`src/rtl/cext_aligner.sv`:
```
// Halfword aligner and RV32C expander between the icache response and fetch.
// Optional macro CEXT_ILLEGAL_INFO_EN adds illegal_o and forwards raw illegal encodings.
module cext_aligner #(
  parameter int unsigned XLEN      = 32,
  parameter logic [31:0] NOP_INSTR = 32'h0000_0013
) (
  input  logic            clk,
  input  logic            rst,
  input  logic [31:0]     instr_un_i,
  input  logic            instr_valid_i,
  input  logic [XLEN-1:0] pc_i,
  input  logic            flush_i,
  input  logic            hold_i,
  output logic [31:0]     instr_o,
  output logic [XLEN-1:0] instr_pc_o,
  output logic            is_comp_o,
  output logic [XLEN-1:0] pc_aligned_o,
  output logic            bubble_o,
`ifdef CEXT_ILLEGAL_INFO_EN
  output logic            illegal_o,
`endif
  output logic            stall_o
);

  typedef enum logic {
    ST_NORMAL   = 1'b0,
    ST_STRADDLE = 1'b1
  } state_e;

  localparam logic [6:0] OPC_LOAD   = 7'h03;
  localparam logic [6:0] OPC_OP_IMM = 7'h13;
  localparam logic [6:0] OPC_STORE  = 7'h23;
  localparam logic [6:0] OPC_OP     = 7'h33;
  localparam logic [6:0] OPC_LUI    = 7'h37;
  localparam logic [6:0] OPC_BRANCH = 7'h63;
  localparam logic [6:0] OPC_JALR   = 7'h67;
  localparam logic [6:0] OPC_JAL    = 7'h6F;

  function automatic logic [31:0] enc_i(input logic [11:0] imm, input logic [4:0] rs1,
                                        input logic [2:0] f3, input logic [4:0] rd,
                                        input logic [6:0] op);
    return {imm, rs1, f3, rd, op};
  endfunction

  function automatic logic [31:0] enc_r(input logic [6:0] f7, input logic [4:0] rs2,
                                        input logic [4:0] rs1, input logic [2:0] f3,
                                        input logic [4:0] rd);
    return {f7, rs2, rs1, f3, rd, OPC_OP};
  endfunction

  function automatic logic [31:0] enc_s(input logic [11:0] imm, input logic [4:0] rs2,
                                        input logic [4:0] rs1);
    return {imm[11:5], rs2, rs1, 3'b010, imm[4:0], OPC_STORE};
  endfunction

  // b holds branch offset bits [12:1]
  function automatic logic [31:0] enc_b(input logic [11:0] b, input logic [4:0] rs1,
                                        input logic [2:0] f3);
    return {b[11], b[9:4], 5'd0, rs1, f3, b[3:0], b[10], OPC_BRANCH};
  endfunction

  // j holds jump offset bits [20:1]
  function automatic logic [31:0] enc_j(input logic [19:0] j, input logic [4:0] rd);
    return {j[19], j[9:0], j[10], j[18:11], rd, OPC_JAL};
  endfunction

  // Returns {illegal, expanded instruction}.
  function automatic logic [32:0] expand(input logic [15:0] c);
    logic [31:0] o;
    logic        ill;
    logic [4:0]  rd;
    logic [4:0]  rs2;
    logic [4:0]  rdp;
    logic [4:0]  rs1p;
    logic [5:0]  imm6;
    logic [11:0] sx6;
    logic [11:0] imm12;
    logic [19:0] jimm;
    logic [11:0] bimm;
    o     = 32'h0000_0000;
    ill   = 1'b0;
    rd    = c[11:7];
    rs2   = c[6:2];
    rdp   = {2'b01, c[4:2]};
    rs1p  = {2'b01, c[9:7]};
    imm6  = {c[12], c[6:2]};
    sx6   = {{6{c[12]}}, imm6};
    imm12 = 12'h000;
    jimm  = {{9{c[12]}}, c[12], c[8], c[10:9], c[6], c[7], c[2], c[11], c[5:3]};
    bimm  = {{4{c[12]}}, c[12], c[6:5], c[2], c[11:10], c[4:3]};
    case (c[1:0])
      2'b00: begin
        case (c[15:13])
          3'b000: begin
            imm12 = {2'b00, c[10:7], c[12:11], c[5], c[6], 2'b00};
            if (imm12 == 12'h000) ill = 1'b1;
            else                  o   = enc_i(imm12, 5'd2, 3'b000, rdp, OPC_OP_IMM);
          end
          3'b010:  o = enc_i({5'b00000, c[5], c[12:10], c[6], 2'b00}, rs1p, 3'b010, rdp, OPC_LOAD);
          3'b110:  o = enc_s({5'b00000, c[5], c[12:10], c[6], 2'b00}, rdp, rs1p);
          default: ill = 1'b1;
        endcase
      end
      2'b01: begin
        case (c[15:13])
          3'b000: o = enc_i(sx6, rd, 3'b000, rd, OPC_OP_IMM);
          3'b001: o = enc_j(jimm, 5'd1);
          3'b010: o = enc_i(sx6, 5'd0, 3'b000, rd, OPC_OP_IMM);
          3'b011: begin
            if (rd == 5'd2) begin
              imm12 = {{2{c[12]}}, c[12], c[4:3], c[5], c[2], c[6], 4'b0000};
              if (imm12 == 12'h000) ill = 1'b1;
              else                  o   = enc_i(imm12, 5'd2, 3'b000, 5'd2, OPC_OP_IMM);
            end else if (imm6 == 6'd0) begin
              ill = 1'b1;
            end else begin
              o = {{14{c[12]}}, imm6, rd, OPC_LUI};
            end
          end
          3'b100: begin
            case (c[11:10])
              2'b00: begin
                if (c[12]) ill = 1'b1;
                else       o   = enc_i({7'b0000000, c[6:2]}, rs1p, 3'b101, rs1p, OPC_OP_IMM);
              end
              2'b01: begin
                if (c[12]) ill = 1'b1;
                else       o   = enc_i({7'b0100000, c[6:2]}, rs1p, 3'b101, rs1p, OPC_OP_IMM);
              end
              2'b10: o = enc_i(sx6, rs1p, 3'b111, rs1p, OPC_OP_IMM);
              default: begin
                if (c[12]) begin
                  ill = 1'b1;
                end else begin
                  case (c[6:5])
                    2'b00:   o = enc_r(7'b0100000, rdp, rs1p, 3'b000, rs1p);
                    2'b01:   o = enc_r(7'b0000000, rdp, rs1p, 3'b100, rs1p);
                    2'b10:   o = enc_r(7'b0000000, rdp, rs1p, 3'b110, rs1p);
                    default: o = enc_r(7'b0000000, rdp, rs1p, 3'b111, rs1p);
                  endcase
                end
              end
            endcase
          end
          3'b101:  o = enc_j(jimm, 5'd0);
          3'b110:  o = enc_b(bimm, rs1p, 3'b000);
          default: o = enc_b(bimm, rs1p, 3'b001);
        endcase
      end
      2'b10: begin
        case (c[15:13])
          3'b000: begin
            if (c[12]) ill = 1'b1;
            else       o   = enc_i({7'b0000000, c[6:2]}, rd, 3'b001, rd, OPC_OP_IMM);
          end
          3'b010: begin
            if (rd == 5'd0) ill = 1'b1;
            else            o   = enc_i({4'b0000, c[3:2], c[12], c[6:4], 2'b00}, 5'd2, 3'b010, rd, OPC_LOAD);
          end
          3'b100: begin
            if (!c[12]) begin
              if (rs2 != 5'd0)     o   = enc_r(7'b0000000, rs2, 5'd0, 3'b000, rd);
              else if (rd == 5'd0) ill = 1'b1;
              else                 o   = enc_i(12'h000, rd, 3'b000, 5'd0, OPC_JALR);
            end else begin
              if (rs2 != 5'd0)     o = enc_r(7'b0000000, rs2, rd, 3'b000, rd);
              else if (rd == 5'd0) o = 32'h0010_0073;
              else                 o = enc_i(12'h000, rd, 3'b000, 5'd1, OPC_JALR);
            end
          end
          3'b110:  o = enc_s({4'b0000, c[8:7], c[12:9], 2'b00}, rs2, 5'd2);
          default: ill = 1'b1;
        endcase
      end
      default: ill = 1'b1;
    endcase
    return {ill, o};
  endfunction

  state_e          state_q;
  state_e          state_d;
  logic [15:0]     lo_buf_q;
  logic [15:0]     lo_buf_d;
  logic [XLEN-1:0] lo_pc_q;
  logic [XLEN-1:0] lo_pc_d;
  logic [15:0]     hw_s;
  logic            hw_comp_s;
  logic [32:0]     exp_s;
  logic [31:0]     ill_instr_s;

  assign hw_s      = pc_i[1] ? instr_un_i[31:16] : instr_un_i[15:0];
  assign hw_comp_s = (hw_s[1:0] != 2'b11);
  assign exp_s     = expand(hw_s);

`ifdef CEXT_ILLEGAL_INFO_EN
  assign ill_instr_s = {16'h0000, hw_s};
  assign illegal_o   = !flush_i && (state_q == ST_NORMAL) && instr_valid_i
                       && hw_comp_s && exp_s[32];
`else
  assign ill_instr_s = 32'h0000_0000;
`endif

  // Output selection and next-state; defaults describe a NOP bubble.
  always_comb begin
    state_d      = state_q;
    lo_buf_d     = lo_buf_q;
    lo_pc_d      = lo_pc_q;
    instr_o      = NOP_INSTR;
    instr_pc_o   = pc_i;
    pc_aligned_o = pc_i;
    is_comp_o    = 1'b0;
    bubble_o     = 1'b1;
    stall_o      = 1'b0;
    if (flush_i) begin
      state_d  = ST_NORMAL;
      lo_buf_d = 16'h0000;
      lo_pc_d  = {XLEN{1'b0}};
    end else if (state_q == ST_STRADDLE) begin
      if (instr_valid_i) begin
        instr_o      = {instr_un_i[15:0], lo_buf_q};
        instr_pc_o   = lo_pc_q;
        pc_aligned_o = lo_pc_q;
        bubble_o     = 1'b0;
        state_d      = ST_NORMAL;
      end else begin
        stall_o = 1'b1;
      end
    end else if (instr_valid_i) begin
      if (hw_comp_s) begin
        instr_o   = exp_s[32] ? ill_instr_s : exp_s[31:0];
        is_comp_o = 1'b1;
        bubble_o  = 1'b0;
      end else if (!pc_i[1]) begin
        instr_o  = instr_un_i;
        bubble_o = 1'b0;
      end else begin
        // Upper half starts a 32-bit instruction: park it and step fetch to the next word.
        state_d   = ST_STRADDLE;
        lo_buf_d  = hw_s;
        lo_pc_d   = pc_i;
        is_comp_o = 1'b1;
      end
    end else begin
      state_d = state_q;
    end
  end

  // State and half-instruction buffer; flush overrides hold.
  always_ff @(posedge clk or posedge rst) begin
    if (rst) begin
      state_q  <= ST_NORMAL;
      lo_buf_q <= 16'h0000;
      lo_pc_q  <= {XLEN{1'b0}};
    end else if (flush_i || !hold_i) begin
      state_q  <= state_d;
      lo_buf_q <= lo_buf_d;
      lo_pc_q  <= lo_pc_d;
    end else begin
      state_q  <= state_q;
      lo_buf_q <= lo_buf_q;
      lo_pc_q  <= lo_pc_q;
    end
  end

endmodule

```
`config.mk`:
```
export PLATFORM = sky130hd
export DESIGN_NAME = cext_aligner
export DESIGN_NICKNAME = d
export VERILOG_FILES = /design/src/rtl/cext_aligner.sv
export SDC_FILE = /design/constraint.sdc
export NUM_CORES = 1
export LEC_CHECK = 0
export CAP_MARGIN = 20
export CORE_MARGIN = 5
export CORE_UTILIZATION = 40
export CTS_CLUSTER_DIAMETER = 150
export CTS_CLUSTER_SIZE = 24
export DETAILED_ROUTE_END_ITERATION = 8
export GPL_TIMING_DRIVEN = 0
export PLACE_DENSITY = 0.75
export SKIP_LAST_GASP = 1
export SYNTH_ARGS = -nofsm -noshare
export SYNTH_HDL_FRONTEND = slang
export SYNTH_SLANG_ARGS = --single-unit
```
`constraint.sdc`:
```
create_clock -name clk -period 2.87 [get_ports clk]
set_clock_uncertainty 0.2 [all_clocks]
set_input_delay 0.4305 -clock clk [delete_from_list [all_inputs] [get_ports clk]]
set_output_delay 0.4305 -clock clk [all_outputs]
set_load 0.005 [all_outputs]
```
Word level (Yosys, flattened, before mapping)
Cells that the tools add are included.
{"block": "word_totals", "ff_bits": 49, "latch_bits": 0, "ram_bits": 0, "rom_bits": 0, "input_bits": 69, "output_inout_bits": 99, "mem_count": 0}
{"block": "op_classes", "n_addsub": 0, "n_mul": 0, "div_mod_pow": 0, "magnitude_cmp": 0, "eq_ne": 16, "shifts": 0, "n_mux": 69, "bitwise_logic": 0, "n_reduce_logical": 15}
{"operator": "32-bit two-way mux", "n": 19}
{"operator": "32-bit one-hot mux with 7 select lines", "n": 1}
{"operator": "32-bit one-hot mux with 3 select lines", "n": 2}
{"operator": "32-bit one-hot mux with 4 select lines", "n": 1}
{"operator": "25-bit two-way mux", "n": 4}
{"operator": "16-bit two-way mux", "n": 6}
{"operator": "31-bit one-hot mux with 3 select lines", "n": 1}
{"operator": "30-bit one-hot mux with 3 select lines", "n": 1}
{"operator": "31-bit two-way mux", "n": 2}
{"operator": "30-bit two-way mux", "n": 1}
{"operator": "28-bit two-way mux", "n": 1}
{"operator": "1-bit two-way mux", "n": 24}
{"operator": "21-bit two-way mux", "n": 1}
{"operator": "20-bit two-way mux", "n": 1}
{"operator": "8-bit logical NOT", "n": 2}
{"operator": "3-bit == test, second input constant", "n": 3}
{"operator": "2-bit by 1-bit == test with 1-bit output, second input constant", "n": 3}
{"operator": "2-bit == test, second input constant", "n": 3}
{"operator": "3-bit by 2-bit == test with 1-bit output, second input constant", "n": 2}
{"operator": "2-bit logical NOT", "n": 3}
{"operator": "6-bit logical NOT", "n": 1}
{"operator": "2-bit != test, second input constant", "n": 3}
{"operator": "5-bit by 2-bit == test with 1-bit output, second input constant", "n": 1}
{"operator": "5-bit logical NOT", "n": 1}
{"operator": "other kinds (11)", "n": 13}

Logic depth before layout (Yosys ltp)
Gate-level depths: netlist of run 1.
{"block": "logic_depth", "word_depth": 12, "ltp_mapped": 9, "ltp_nobuf": 6}

Worst setup path after synthesis of run 1
Ideal clock, no wire load.
{"block": "synth_timing", "kind": "input to output", "startpoint": "input port pc_i[1]", "endpoint": "output port instr_o[16]", "arrival_time_ns": 2.271, "required_ns": 2.240, "slack_ns": -0.031, "cell_stages": 6, "cell_sequence": "or4b_1 a222oi_1 nor3_1 or2_0 a31o_1 a31oi_1"}
{"block": "synth_between", "elab_chain_cells": 12, "word_cells_on_any_way": 61, "cone_classes": "12 x eq/ne; 40 x mux; 9 x reduce/logical"}
{"element": "start: declaration", "line_no": "11", "source": "input logic [XLEN-1:0] pc_i,"}
{"element": "branches (longest 8 deep; another with 32-bit one-hot mux with 3 select lines)"}
{"element": "32-bit two-way mux (*)", "line_no": "229", "source": "if (hw_comp_s) begin"}
{"element": "32-bit two-way mux (*)", "line_no": "228", "source": "end else if (instr_valid_i) begin"}
{"element": "32-bit two-way mux (*)", "line_no": "218", "source": "end else if (state_q == ST_STRADDLE) begin"}
{"element": "32-bit two-way mux (*)", "line_no": "214", "source": "if (flush_i) begin"}
{"element": "end: declaration", "line_no": "14", "source": "output logic [31:0] instr_o,"}
Every way passes the cells marked *.

Worst setup path in the final report of run 1
{"block": "layout_timing", "startpoint": "input port instr_un_i[8]", "endpoint": "output port instr_o[16]"}
{"block": "layout_between", "elab_chain_cells": 12, "word_cells_on_any_way": 36, "cone_classes": "1 x eq/ne; 33 x mux; 2 x reduce/logical"}
{"element": "start: declaration", "line_no": "9", "source": "input logic [31:0] instr_un_i,"}
{"element": "16-bit two-way mux (*)", "line_no": "191", "source": "assign hw_s = pc_i[1] ? instr_un_i[31:16] : instr_un_i[15:0];"}
{"element": "branches (longest 6 deep; another with 32-bit one-hot mux with 3 select lines)"}
{"element": "32-bit two-way mux (*)", "line_no": "230", "source": "instr_o = exp_s[32] ? ill_instr_s : exp_s[31:0];"}
{"element": "32-bit two-way mux (*)", "line_no": "229"}
{"element": "32-bit two-way mux (*)", "line_no": "228"}
{"element": "32-bit two-way mux (*)", "line_no": "218"}
{"element": "32-bit two-way mux (*)", "line_no": "214"}
Marks and branches as above.

==> run summary, run 1 <==
CTS hold repair buffers: 0
Initial antenna violation count: 0
Clk slew on worst S/H paths: 60 ps
Critical Path End: instr_o[16]
Inst Count DP: 920
Pwr dens: 271 nW/um^2
Fill cell count: 769
Most common library cell in the layout ignoring fill and taps: buf_4
Final hold slack: 196 ps
Slew headroom: 42.8%
FF-to-FF setup slack: 450 ps
GR Overflow Total: 0
Routed Antenna Nets: 0
Worst Max-Slew Pin Slew: 859 ps
Synth warn: 0
Lkg Pwr: 3.75 nW
Area delta synth->final: 89.2%
Util after Layout: 76.5%
Fin crit share: 113%
Routed WL: 30,400 microns
Global-route wire length before repair: 43,300 microns
VDD IR max: 230 uV
Number of synthesized flops with an enable pin: 0
Launch point of the worst reg-to-reg path: state_q$_DFFE_PP0P_
Crit end category: output port
Worst min path class: in -> reg
Design Area, Final: 9070 sq um
Kind of critical path: in -> out
Wire per inst: 29.5 microns
Nets: 952
Worst setup SP type: input port
R2R Path End: lo_buf_q[5]$_DFFE_PP0P_
Max incr delay on CP: 520 ps
Routability cong.: 1.13
#FFs+latches synth: 49
Top cells by area, synth: dfrtp_1, mux2_2, o21ai_0
Fraction of layout cells with a size suffix above 1: 48.8%
CP Max Fanout: 8
Boundary pin count: 168
Arrival @ worst endpoint: 2610 ps
Routed via count: 7,282
Most frequent cells in the layout: buf_4, clkdlybuf4s50_1, o21ai_0, dfrtp_1, nand2_1
Max Freq: 308 MHz
Syn_area_per_cell: 7.91 sq um
CTS tree: built
Outcome: complete, but fails checks
Via density: 7.08
Core Region: 11,900 sq um
Largest net degree at the start of global routing: 36
Post-synthesis sequential area ratio: 25.6%
Mapped Cells: 606
Chip height: 119 microns
Die ar.: 14,300 sq um
Antenna diodes: 0
Crit. Startpoint: instr_un_i[8]
Drt initial violations: 1,227
Crit-path slowest cell: mux2i_1
FF-to-FF path depth: 8
Delay-heaviest family, CP: buffers and inverters
Port bufs: 165
DP Area: 6660 sq um
Sink Count: 49
Unique masters post-synth: 62
Row count: 40
Critical path required time: 2240 ps
CP Depth: 9
Final Non-Filler Cells: 1,029
Chip Width: 119 microns
Root Driver: clkbuf_16
Ys flop type: dfrtp_1
HPWL Detailed: 19,300 microns
Hold Fails Final Rpt: 0
H-tree depth: 2
Setup-failing EPs final: 30
Crit path time final: 3240 ps
Synth Cell Area: 4800 sq um
RSZ-0062 raised after global routing: yes
Starting Density: 40.4%
DRC viols: 0
Vias in the first global route: 7,367
Area fraction of the dominant cell type after synthesis: 25.6%
Min setup slack post-route: -373 ps
First-pass DRT Iterations: 7
Clock Path Buffers: 2
Failing checks: setup timing
Final Max Tran Viols: 0
Worst path cell trace: dlygate4sd2_1 -> nor2b_2 -> a32o_2 -> buf_4 -> mux2i_1 -> o221ai_1 -> nand2_1 -> a31oi_1 -> buf_2
Global Route Usage Sum: 39.4%
Worst Path Buf+Inv: 3
Max-cap violations: 0
Clock Latency Late Sink: 290 ps
Async SR Flop Fraction: 100%
Mapped Nets: 675
Top cell type by total area after synthesis: dfrtp_1
CTS buffer count: 5
[metal layers]
metal  track usage [%]  wire, microns  vias to the layer above
met5                 0              0                        -
met2              60.5          13100                      772
li1                  -              -                     2866
met4              30.3           2840                        0
met1              44.8          10200                     3359
met3              13.7           4280                      285
[how the worst min path moves through the flow]
stage | start | end | slack (ps) | cells past startpoint
after floorplan | lo_pc_q[1]$_DFFE_PP0P_ | lo_pc_q[1]$_DFFE_PP0P_ | 240 | 2
after global placement | lo_buf_q[0]$_DFFE_PP0P_ | lo_buf_q[0]$_DFFE_PP0P_ | 260 | 2
after detailed placement | lo_buf_q[5]$_DFFE_PP0P_ | lo_buf_q[5]$_DFFE_PP0P_ | 270 | 2
after CTS | rst | lo_pc_q[7]$_DFFE_PP0P_ | 240 | 2
after global routing | flush_i | state_q$_DFFE_PP0P_ | 220 | 2
final | flush_i | state_q$_DFFE_PP0P_ | 200 | 2
[through the flow]
step	TNS [ps]	total power [mW]	worst slack (ps)
3_3_place_gp	-118140	1.51	-2270
2_1_floorplan	0	1.09	6.73
5_1_grt	-7430	2.51	-419
6_report	-6710	2.46	-373
4_1_cts	-3250	2.31	-244
3_5_place_dp	-119420	1.51	-2100
[cells by family after synthesis]
| group | Yosys count | share of synthesized area (%) |
|---|---|---|
| compound gates | 262 | 37.4 |
| simple gates | 149 | 15.3 |
| buf+inv | 95 | 10.1 |
| mux | 51 | 11.7 |
| flops | 49 | 25.6 |
[state kept, by name, indices dropped and copies added (netlist names)]
signal	count
lo_pc_q	32
lo_buf_q	16
state_q	1
[Yosys cell counts (all sizes together), types with 5 or more instances]
master / number
o31ai: 10
o221ai: 6
a2111oi: 5
o22ai: 5
dfrtp: 49
a221oi: 15
o21ai: 64
mux2: 39
or3: 5
a31oi: 13
a22o: 32
clkbuf: 39
nor2b: 5
nor2: 31
nor3: 13
mux2i: 12
o21a: 5
a21oi: 53
nand2: 50
nand2b: 12
a211oi: 10
inv: 13
nand3: 6
buf: 43
o32ai: 6
[report_power, final]
part,internal (mW),switching [mW]
Combinational,0.551,0.664
Sequential,0.700,0.00586
Clock,0.311,0.228
[final cells by class]
class	count	area [sq um]	share of cell area, %
timing repair buffer	273	2450	27.0
clock inverter	1	5.00	0.0552
buffer	77	687	7.57
multi-input combinational	464	4340	47.8
clock buffer	5	125	1.38
inverter	13	52.6	0.579
sequential	49	1230	13.6
tap	147	184	2.03
[timing repair]
| action | 4_1_cts | 5_1_grt |
|---|---|---|
| gates cloned | 3 | 4 |
| setup buffers | 80 | 22 |
| pin swaps | 94 | 34 |
| resized for setup | 527 | 71 |
| endpoints found under the setup margin | 109 | 57 |
No activity file was read; power rests on OpenSTA's default activity.
==> inputs of run 2 (changes only) <==
- GPL_TIMING_DRIVEN: 0 -> not set
- SKIP_LAST_GASP: 1 -> not set
==> run summary, run 2 (synthesized netlist as in run 1, its figures left out) <==
Worst setup SP type: input port
Routability cong.: 1.10
Slew headroom: 29.6%
Lkg Pwr: 4.21 nW
First-pass DRT Iterations: 7
Chip height: 119 microns
Row count: 40
R2R Path End: lo_pc_q[21]$_DFFE_PP0P_
Min-Delay Endpoint: lo_buf_q[10]$_DFFE_PP0P_
Global-route wire length before repair: 41,800 microns
CP Max Fanout: 5
VDD IR max: 267 uV
Util after Layout: 80.8%
Kind of critical path: in -> out
Inst Count DP: 1,034
Arrival @ worst endpoint: 2560 ps
CTS hold repair buffers: 0
Crit-path slowest cell: or4b_4
FF-to-FF setup slack: 240 ps
Routed via count: 7,416
Tot Pwr: 2.57 mW
DP Area: 7750 sq um
Drt initial violations: 983
Initial antenna violation count: 0
Max Freq: 314 MHz
Most flops, register: lo_pc_q
Pwr dens: 269 nW/um^2
Most frequent cells in the layout: buf_4, clkdlybuf4s50_1, dfrtp_1, o21ai_0, buf_6
CP Depth: 10
Global Route Usage Sum: 37.1%
Core Region: 11,900 sq um
Failing checks: setup timing
Top flop regs: lo_pc_q (32), lo_buf_q (16), state_q (1)
Routed WL: 29,500 microns
Vias in the first global route: 7,594
Final Max Tran Viols: 0
FF-to-FF path depth: 6
Routed Antenna Nets: 0
Setup slack at placement: -1090 ps
Fin crit share: 111%
Most common library cell in the layout ignoring fill and taps: buf_4
Wire per inst: 26.5 microns
Max-cap violations: 0
Antenna diodes: 0
Hold Fails Final Rpt: 0
HPWL Detailed: 19,500 microns
Worst path cell trace: buf_12 -> or4b_4 -> a222oi_1 -> buf_4 -> buf_6 -> nor3_2 -> or2_0 -> a31o_1 -> a31oi_1 -> buf_2
GR Overflow Total: 0
Hold Startpoint: lo_buf_q[10]$_DFFE_PP0P_
Via density: 6.67
Fraction of layout cells with a size suffix above 1: 53.7%
Area delta synth->final: 99.8%
Starting Density: 40.4%
Worst hold stages: 2
Design Area, Final: 9580 sq um
Die ar.: 14,300 sq um
Largest net degree at the start of global routing: 50
Delay-heaviest family, CP: simple AND/OR/NAND/NOR gates
Crit end category: output port
Clk slew on worst S/H paths: 60 ps
Max incr delay on CP: 530 ps
Chip Width: 119 microns
Worst Max-Slew Pin Slew: 1050 ps
Outcome: complete, but fails checks
DRC viols: 0
Crit path time final: 3190 ps
Root Driver: clkbuf_16
RSZ-0062 raised after global routing: yes
Boundary pin count: 168
H-tree depth: 2
Sink Count: 49
Max reg flops: 32
Clock Latency Late Sink: 280 ps
Launch point of the worst reg-to-reg path: state_q$_DFFE_PP0P_
Min setup slack post-route: -318 ps
Nets: 1,033
Final Non-Filler Cells: 1,112
Worst Path Buf+Inv: 4
CTS buffer count: 5
Setup-failing EPs final: 29
Clock Path Buffers: 2
Critical path required time: 2240 ps
CTS tree: built
Worst min path class: reg -> reg
Port bufs: 167
run 2: changes by cell type in the layout (fill, tap and decap cells not counted), sizes merged, moves of 3 or more:
cell           delta
clkdlybuf4s15     -3
clkdlybuf4s50     +3
dlygate4sd2       +5
buf             +112
clkbuf           -32
run 2: layout make-up:
class	instances	area, sq um
Multi-Input combinational cell	462	4160
Inverter	13	48.8
Fill cell	761	2280
Timing Repair Buffer	433	3810
Clock buffer	6	139
Sequential cell	49	1230
Tap cell	147	184
Clock inverter	2	13.8
run 2: how the worst max path moves through the flow:
stage / end / slack, ps / startpoint
2_1_floorplan: instr_o[16] / 7 / pc_i[1]
3_3_place_gp: instr_o[14] / -1110 / instr_un_i[13]
3_5_place_dp: instr_o[14] / -1090 / instr_un_i[13]
4_1_cts: instr_o[16] / -240 / pc_i[1]
5_1_grt: instr_o[16] / -370 / pc_i[1]
6_report: instr_o[16] / -320 / pc_i[1]
run 2: worst reg2reg max path: cells and delay by family, from the launching register on:
family,cells,cell delay [ps]
AOI/OAI and AO/OA,1,300
buffers and inverters,2,500
DFF,1,470
and+or+nand+nor,3,1090
run 2: layer usage:
metal / up-vias / track usage, % / share of wire, %
met1: 3453 / 42.6 / 35
met2: 696 / 59.9 / 45
li1: 3022 / - / -
met5: - / 0 / 0
met4: 0 / 26.4 / 8.3
met3: 245 / 9.57 / 12
run 2: per-stage QoR:
stage          hold WS (ps)  TNS (ps)
3_3_place_gp            255    -33590
6_report                282     -4530
4_1_cts                 286     -2930
2_1_floorplan           243         0
5_1_grt                 309     -5770
3_5_place_dp            272    -40220
run 2: report_power, final:
group / total, mW / leakage [nW] / switching (mW) / internal (mW)
combinational: 1.28 / 3.45 / 0.653 / 0.628
sequential: 0.706 / 0.682 / 0.00622 / 0.700
clock: 0.588 / 0.0768 / 0.242 / 0.346
run 2: what timing repair did:
action / 4_1_cts / 5_1_grt
endpoints found under the setup margin: 97 / 96
buffers inserted: 48 / 23
pin swaps: 83 / 61
resized for setup: 387 / 106
cloned: 5 / 0
==> inputs of run 3 (changes only) <==
- CAP_MARGIN: 20 -> 30
==> run summary, run 3 (synthesized netlist as in run 1, its figures left out) <==
Sink Count: 49
Final Non-Filler Cells: 1,113
Clock Path Buffers: 2
Max Freq: 315 MHz
Util after Layout: 81.0%
CTS tree: built
CTS buffer count: 5
Global Route Usage Sum: 37.1%
Launch point of the worst reg-to-reg path: state_q$_DFFE_PP0P_
Max reg flops: 32
DR WL met2: 13,200 microns
Max-cap violations: 0
Most common library cell in the layout ignoring fill and taps: buf_4
Slew headroom: 50.7%
Drt initial violations: 1,136
Arrival @ worst endpoint: 2540 ps
Clk slew on worst S/H paths: 60 ps
Outcome: complete, but fails checks
Tot Pwr: 2.58 mW
Root Driver: clkbuf_16
CP Max Fanout: 5
Initial antenna violation count: 0
Crit end category: output port
Crit. Startpoint: pc_i[1]
Critical Path End: instr_o[16]
Global-route wire length before repair: 41,800 microns
Die ar.: 14,300 sq um
GR Overflow Total: 0
Routability cong.: 1.10
CTS hold repair buffers: 0
Vias in the first global route: 7,594
Routed WL: 29,400 microns
HPWL Detailed: 19,500 microns
Chip Width: 119 microns
Nets: 1,034
Most flops, register: lo_pc_q
RSZ-0062 raised after global routing: yes
Final Max Tran Viols: 0
Kind of critical path: in -> out
Routed via count: 7,376
Port bufs: 167
H-tree depth: 2
Core Region: 11,900 sq um
Pwr dens: 268 nW/um^2
DP Area: 7750 sq um
Fraction of layout cells with a size suffix above 1: 53.7%
R2R Path End: lo_buf_q[15]$_DFFE_PP0P_
DRC viols: 0
First-pass DRT Iterations: 6
Antenna diodes: 0
Setup-failing EPs final: 29
Crit path time final: 3170 ps
Min setup slack post-route: -301 ps
Wire per inst: 26.4 microns
DR top layer: met4
FF-to-FF path depth: 5
Top flop regs: lo_pc_q (32), lo_buf_q (16), state_q (1)
Via density: 6.63
Critical path required time: 2240 ps
Inst Count DP: 1,034
Fin crit share: 110%
Worst setup SP type: input port
Boundary pin count: 168
Clock Latency Late Sink: 280 ps
Routed Antenna Nets: 0
Area delta synth->final: 100%
Met1 WL: 10,100 microns
FF-to-FF setup slack: 450 ps
Fill cell count: 759
Setup TNS: -4440 ps
Most frequent cells in the layout: buf_4, clkdlybuf4s50_1, dfrtp_1, o21ai_0, buf_6
Worst min path class: reg -> reg
Largest net degree at the start of global routing: 50
Design Area, Final: 9600 sq um
Hold Fails Final Rpt: 0
Worst Max-Slew Pin Slew: 739 ps
Lkg Pwr: 4.22 nW
VDD IR max: 265 uV
Chip height: 119 microns
Starting Density: 40.4%
Row count: 40
Failing checks: setup timing
DR WL met3: 3660 microns
[run 3: cell types whose count changed in the layout (fill, tap and decap cells not counted), sizes merged]
cell	previous run	this run
buf	306	307
[run 3: area by class of cell]
| cell class | instances | area [sq um] | area share, % |
|---|---|---|---|
| Multi-Input combinational cell | 462 | 4160 | 43.4 |
| Timing Repair Buffer | 434 | 3830 | 39.9 |
| Sequential cell | 49 | 1230 | 12.8 |
| Tap cell | 147 | 184 | 1.92 |
| Clock buffer | 6 | 139 | 1.45 |
| Inverter | 13 | 48.8 | 0.508 |
| Clock inverter | 2 | 13.8 | 0.143 |
[run 3: how the worst min path moves through the flow]
stage	from	end	slack (ps)	cells past startpoint
floorplan	lo_pc_q[1]$_DFFE_PP0P_	lo_pc_q[1]$_DFFE_PP0P_	240	2
global placement	lo_pc_q[1]$_DFFE_PP0P_	lo_pc_q[1]$_DFFE_PP0P_	250	2
detailed placement	lo_buf_q[10]$_DFFE_PP0P_	lo_buf_q[10]$_DFFE_PP0P_	270	2
CTS	lo_buf_q[10]$_DFFE_PP0P_	lo_buf_q[10]$_DFFE_PP0P_	290	2
global route	lo_buf_q[7]$_DFFE_PP0P_	lo_buf_q[7]$_DFFE_PP0P_	310	2
finish	lo_buf_q[10]$_DFFE_PP0P_	lo_buf_q[10]$_DFFE_PP0P_	280	2
[run 3: what timing repair did]
item | 4_1_cts | 5_1_grt
buffers inserted | 48 | 23
resized for setup | 387 | 106
cloned | 5 | 0
pin swaps | 83 | 61
setup endpoints to repair | 97 | 96
[run 3: per-stage QoR]
step	setup slack, ps	hold WS [ps]
after CTS	-237	286
final	-301	281
after global routing	-369	309
after detailed placement	-1090	272
after floorplan	6.73	243
after global placement	-1110	255
[run 3: where the power goes]
part           internal, mW  switching, mW
Combinational         0.631          0.654
Clock                 0.346          0.241
Sequential            0.700        0.00611
[run 3: critical path, stage by stage]
cell      delay, ps
buf_12          130
or4b_4          530
a222oi_1        340
buf_4           210
buf_6           110
nor3_2           60
or2_0           220
a31o_1          200
a31oi_1         170
buf_2           140
[run 3: metal layers]
layer	vias to the layer above	track usage [%]
met5	-	0
met4	0	26.4
met3	236	9.57
met2	688	59.9
met1	3426	42.6
li1	3026	-
